`config.mk`:
```
export PLATFORM = sky130hd
export DESIGN_NAME = hex_display_reader
export DESIGN_NICKNAME = d
export VERILOG_FILES = /design/src/rtl/hex_display_reader.sv
export SDC_FILE = /design/constraint.sdc
export NUM_CORES = 1
export LEC_CHECK = 0
export ABC_AREA = 1
export CAP_MARGIN = 25
export CORE_ASPECT_RATIO = 0.9
export CORE_UTILIZATION = 30
export DETAILED_ROUTE_END_ITERATION = 10
export PLACE_DENSITY = 0.52
export SLEW_MARGIN = 20
export SYNTH_ARGS = -nofsm -noshare
export SYNTH_HDL_FRONTEND = slang
export SYNTH_SLANG_ARGS = --single-unit
```
`constraint.sdc`:
```
create_clock -name clk100_i -period 2.45 [get_ports clk100_i]
set_input_delay 0.3675 -clock clk100_i [delete_from_list [all_inputs] [get_ports clk100_i]]
set_output_delay 0.3675 -clock clk100_i [all_outputs]
set_load 0.1 [all_outputs]
```
`src/rtl/hex_display_reader.sv`:
```
// Reading end of the four-digit seven-segment display. Waits until the display has been
// stable, decodes it to BCD/blank, and offers the result on a valid/ready port.
module hex_display_reader #(
    parameter int unsigned STABLE_CYCLES = 4
) (
    input  logic        clk100_i,
    input  logic        rst_i,
    input  logic [6:0]  hex0_i,
    input  logic [6:0]  hex1_i,
    input  logic [6:0]  hex2_i,
    input  logic [6:0]  hex3_i,
    input  logic        ready_i,
    output logic [15:0] value_o,
    output logic [3:0]  blank_o,
    output logic        valid_o,
    output logic        overrun_o,
    output logic        err_o,
    output logic [3:0]  err_mask_o,
    output logic [15:0] update_cnt_o
);

    localparam logic [7:0] STABLE_SAT  = 8'(STABLE_CYCLES);
    localparam logic [7:0] STABLE_LAST = 8'(STABLE_CYCLES - 1);

    // Active-low segment code to {invalid, blank, bcd}; blank and invalid digits read as 4'hF.
    function automatic logic [5:0] decode_seg(input logic [6:0] seg);
        logic [5:0] res;
        case (seg)
            7'h40:   res = 6'b00_0000;
            7'h79:   res = 6'b00_0001;
            7'h24:   res = 6'b00_0010;
            7'h30:   res = 6'b00_0011;
            7'h19:   res = 6'b00_0100;
            7'h12:   res = 6'b00_0101;
            7'h02:   res = 6'b00_0110;
            7'h78:   res = 6'b00_0111;
            7'h00:   res = 6'b00_1000;
            7'h10:   res = 6'b00_1001;
            7'h7F:   res = 6'b01_1111;
            default: res = 6'b10_1111;
        endcase
        return res;
    endfunction

    logic [27:0] sample_s;
    logic [27:0] s_q_r;
    logic [7:0]  cnt_r;
    logic        published_r;
    logic        match_s;
    logic        publish_pt_s;
    logic [5:0]  dec_s [4];
    logic [15:0] digits_s;
    logic [3:0]  blank_s;
    logic [3:0]  invalid_s;
    logic        changed_s;
    logic        do_pub_s;
    logic        do_err_s;

    assign sample_s = {hex3_i, hex2_i, hex1_i, hex0_i};

    for (genvar g = 0; g < 4; g++) begin : g_dec
        assign dec_s[g]           = decode_seg(s_q_r[7*g +: 7]);
        assign digits_s[4*g +: 4] = dec_s[g][3:0];
        assign blank_s[g]         = dec_s[g][4];
        assign invalid_s[g]       = dec_s[g][5];
    end

    // Publish-point qualification: decode comes from the held sample, not the live input.
    always_comb begin
        match_s      = (sample_s == s_q_r);
        publish_pt_s = match_s && (cnt_r == STABLE_LAST);
        // value_o/blank_o only ever change on a publish, so they double as the last result.
        changed_s    = !published_r || ({digits_s, blank_s} != {value_o, blank_o});
        if (publish_pt_s) begin
            do_err_s = (invalid_s != 4'b0000);
            do_pub_s = (invalid_s == 4'b0000) && changed_s;
        end else begin
            do_err_s = 1'b0;
            do_pub_s = 1'b0;
        end
    end

    // Sample register and saturating stability counter.
    always_ff @(posedge clk100_i) begin
        if (rst_i) begin
            s_q_r <= {4{7'h7F}};
            cnt_r <= 8'd0;
        end else begin
            s_q_r <= sample_s;
            if (!match_s) begin
                cnt_r <= 8'd0;
            end else if (cnt_r != STABLE_SAT) begin
                cnt_r <= cnt_r + 8'd1;
            end else begin
                cnt_r <= cnt_r;
            end
        end
    end

    // Published result, handshake and sticky overrun.
    always_ff @(posedge clk100_i) begin
        if (rst_i) begin
            value_o      <= 16'h0000;
            blank_o      <= 4'hF;
            valid_o      <= 1'b0;
            overrun_o    <= 1'b0;
            published_r  <= 1'b0;
            update_cnt_o <= 16'h0000;
        end else if (do_pub_s) begin
            value_o      <= digits_s;
            blank_o      <= blank_s;
            valid_o      <= 1'b1;
            published_r  <= 1'b1;
            update_cnt_o <= update_cnt_o + 16'd1;
            // A simultaneous transfer consumes the old value, so that is not an overrun.
            if (valid_o && !ready_i) begin
                overrun_o <= 1'b1;
            end else begin
                overrun_o <= overrun_o;
            end
        end else if (valid_o && ready_i) begin
            valid_o <= 1'b0;
        end else begin
            valid_o <= valid_o;
        end
    end

    // Error pulse and the invalid-digit mask that caused it.
    always_ff @(posedge clk100_i) begin
        if (rst_i) begin
            err_o      <= 1'b0;
            err_mask_o <= 4'b0000;
        end else begin
            err_o <= do_err_s;
            if (do_err_s) begin
                err_mask_o <= invalid_s;
            end else begin
                err_mask_o <= err_mask_o;
            end
        end
    end

endmodule

```
==> key figures <==
Global routing
  – First-pass GRT wire length: 25,300 um
  – Vias in the first global route: around 5,000
  – Largest net degree at the start of global routing: 46
  – Initial antenna violation count: 0
  – Total GRT Usage: 0.182
  – GRT Residual Overflow: 0

Timing
  – Slew Limit Fails: 0
  – Worst Clk Skew: between 10 and 15 ps
  – Fin. Hold Viols: 0
  – Highest clock rate: between 0.4 and 0.5 GHz
  – Minimum clock period: 2370 ps
  – RSZ-0062 raised after global routing: true
  – Max_slew headroom: 0.645
  – Setup WS post-layout: about 78 ps
  – Worst Max-Slew Pin Slew: ~530 ps
  – Final setup fails: 0
  – Fin crit share: 0.968

Placement
  – DP HPWL: between 10,000 and 15,000 um
  – Placed inst area: a little over 0.006 mm2
  – RePlAce Congestion: between 0.8 and 0.9
  – Place WS: -88.6 ps
  – PortBufs: 73

Setup path
  – Origin of the worst setup path: s_q_r[12]$_SDFF_PP1_
  – Worst setup path end: update_cnt_o[12]$_SDFFE_PP0P_
  – Worst reg2reg path depth: 17
  – R2R Path End: update_cnt_o[12]$_SDFFE_PP0P_
  – Reg2reg start: s_q_r[12]$_SDFF_PP1_
  – CP arrival: about 2700 ps
  – CP required: roughly 2700 ps
  – Startpoint Class: flip-flop
  – CP endpoint kind: flip-flop
  – Reg2reg setup slack: 80 ps
  – Critical path class: flip-flop to flip-flop
  – Highest net fanout along the worst path: 7

Synth
  – Top-area cell type share of the netlist area: 0.313
  – Synthesized area per cell: 6.40 um2
  – Yosys reg bits: 80
  – Yosys cell types: 37
  – FFs w/ async S/R, synth: 0
  – Syn. warnings: 0
  – Cell taking the most area after synthesis: dfxtp_1
  – Synthesized Nets: between 800 and 900
  – Sequential fraction of the synthesis area: 0.313
  – Synthesized cell area: 0.00512 mm2
  – EDFF count, synth: 0
  – Synth Flop Type: dfxtp_1
  – Synth top area cells: dfxtp_1, nand2_1, nand3_1
  – Gate Count Post-Synth: 800

Pwr
  – Peak supply drop: roughly 320 uV
  – Leakage: around 3.1 nW
  – Total power per unit cell area: 448 mW/mm2

Routing
  – Post-route ant nets: 0
  – Residual DRC: 0
  – Iter 0 DRT Violations: 302
  – TritonRoute pass-1 iters: 5
  – Vias per std cell: about 4.7
  – Via Count: 5,353
  – Routed WL: between 15,000 and 20,000 um
  – Routed WL per cell: around 14 um

Cells and area
  – NumNets Final: 953
  – Ant. Diodes: 0
  – Post-route cell area: slightly above 0.007 mm2
  – Layout cell share with drive strength beyond 1: 0.323
  – Area growth, synth to finish: 41.0%

Die
  – Number of placement rows: 44
  – Core region area: about 0.016 mm2
  – Starting Density: 0.312
  – Die W: around 140 um
  – I/O pins: between 70 and 80
  – Full die area: roughly 0.018 mm2
  – Die Span Y: 126 um

CTS
  – Clk buf depth: 2
  – CTS Sinks: 80
  – H-tree depth: 3
  – TritonCTS Buffers: 9
  – Clock Latency Late Sink: ~350 ps
  – Reg clk slew, reported paths: ~60 ps
  – # hold bufs at CTS: 0
  – TritonCTS clock tree: yes
  – Root buf cell: clkbuf_16

Run status
  – Status: completed

Worst hold path
  – Min-delay src: rst_i
  – Hold crit path type: primary input to flip-flop

Job
  – Max-cap viol count: 0
==> cell usage in the layout, fill, tap and decap left out, types with 15 or more instances in the layout <==
cell,instances
a21oi_1,39
buf_4,87
clkdlybuf4s50_1,29
dfxtp_1,52
dfxtp_4,21
inv_1,78
nand2_1,189
nand2_2,30
nand3_1,77
nand4_1,16
nor2_1,69
nor2_2,26
nor2_4,15
or2_2,27
xnor2_1,15
xor2_1,20
==> power by group <==
| part | total [mW] | switching, mW | internal (mW) |
|---|---|---|---|
| logic | 0.428 | 0.236 | 0.192 |
| clock network | 1.44 | 0.553 | 0.888 |
| registers | 1.37 | 0.0499 | 1.32 |
| total | 3.24 | 0.839 | 2.40 |
==> worst max-delay path, cell delays in order, from the launching register on <==
cell and delay, ps:
dfxtp_4 420, nand2_4 70, nor2_4 180, nand3_2 140
nand2_2 80, nor2_2 40, nand3_4 150, nand2_2 80
nand2_2 70, nand2_2 60, nor2_2 110, nand2_1 80
nor2_2 160, nand3_4 140, nand2_8 150, clkbuf_16 170
nand2_1 50, a21oi_1 120
==> kinds of logic after synthesis <==
kind of cell / share of synthesized area
AOI/OAI and AO/OA: 0.0740
xor gates and xnor gates: 0.0598
adders and majority gates: 0.00733
buffers and inverters: 0.0945
DFF: 0.313
and+or+nand+nor: 0.452
==> flip-flops by register name, indices dropped and copies added, names as in the netlist <==
| signal | flops |
|---|---|
| err_mask_o | 4 |
| overrun_o | 1 |
| valid_o | 1 |
| value_o | 16 |
| blank_o | 4 |
| update_cnt_o | 16 |
| published_r | 1 |
| s_q_r | 28 |
| cnt_r | 8 |
| err_o | 1 |
==> Yosys cell counts, types with 3 or more instances <==
master and n:
nand2_1 222, dfxtp_1 80, nor2_1 99, nand3_4 3, buf_4 3, nand4_1 16, buf_6 8, xor2_1 20
inv_1 85, clkbuf_1 8, nand3_1 89, o21ai_0 6, nand2_2 3, xnor2_1 15, ha_1 3, a21oi_1 46
nor4_1 6, a21oi_2 3, nor3b_1 4, or2_2 27, nor2_2 10, inv_2 6, nor3_1 17, o211ai_1 3
==> metal layers <==
layer / vias to the layer above / track usage / wire length, um
met5: - / 0 / 0
met4: 0 / 0.0388 / 90
met3: 7 / 0.0399 / 727
met2: 109 / 0.277 / 7040
met1: 2429 / 0.262 / 8090
li1: 2808 / - / -
==> through the flow <==
stage	cells	utilization	hold WS [ps]	TNS, ps	power, mW
detailed placement	1096	0.375	444	-1330	1.75
CTS	1111	0.394	439	0	3.20
global route	1130	0.440	458	-1510	3.39
finish	1130	0.440	435	0	3.24
floorplan	800	-	456	0	1.59
global placement	1096	0.375	447	-1670	1.75
==> final cells by class <==
type / instances / area [um2]
fill: 1723 / 9180
clock buffer: 10 / 229
multi-input combinational: 611 / 3510
tap: 207 / 259
clock inverter: 5 / 82.6
timing repair buffer: 126 / 1110
inverter: 91 / 344
sequential: 80 / 1690
==> what timing repair did <==
item	4_1_cts	5_1_grt
setup buffers	0	14
cloned	0	5
gates resized for setup	4	178
pin swaps	1	43
setup endpoints to repair	35	39
==> how the worst min path moves through the flow <==
stage	endpoint	slack (ps)	cells past startpoint
final	s_q_r[18]$_SDFF_PP1_	440	2
after CTS	s_q_r[26]$_SDFF_PP1_	440	2
after global routing	s_q_r[6]$_SDFF_PP1_	460	2
after floorplan	cnt_r[0]$_SDFFE_PP0P_	460	2
after detailed placement	overrun_o$_SDFFE_PP0P_	440	2
after global placement	overrun_o$_SDFFE_PP0P_	450	2
(Power assumes the default switching activity.)
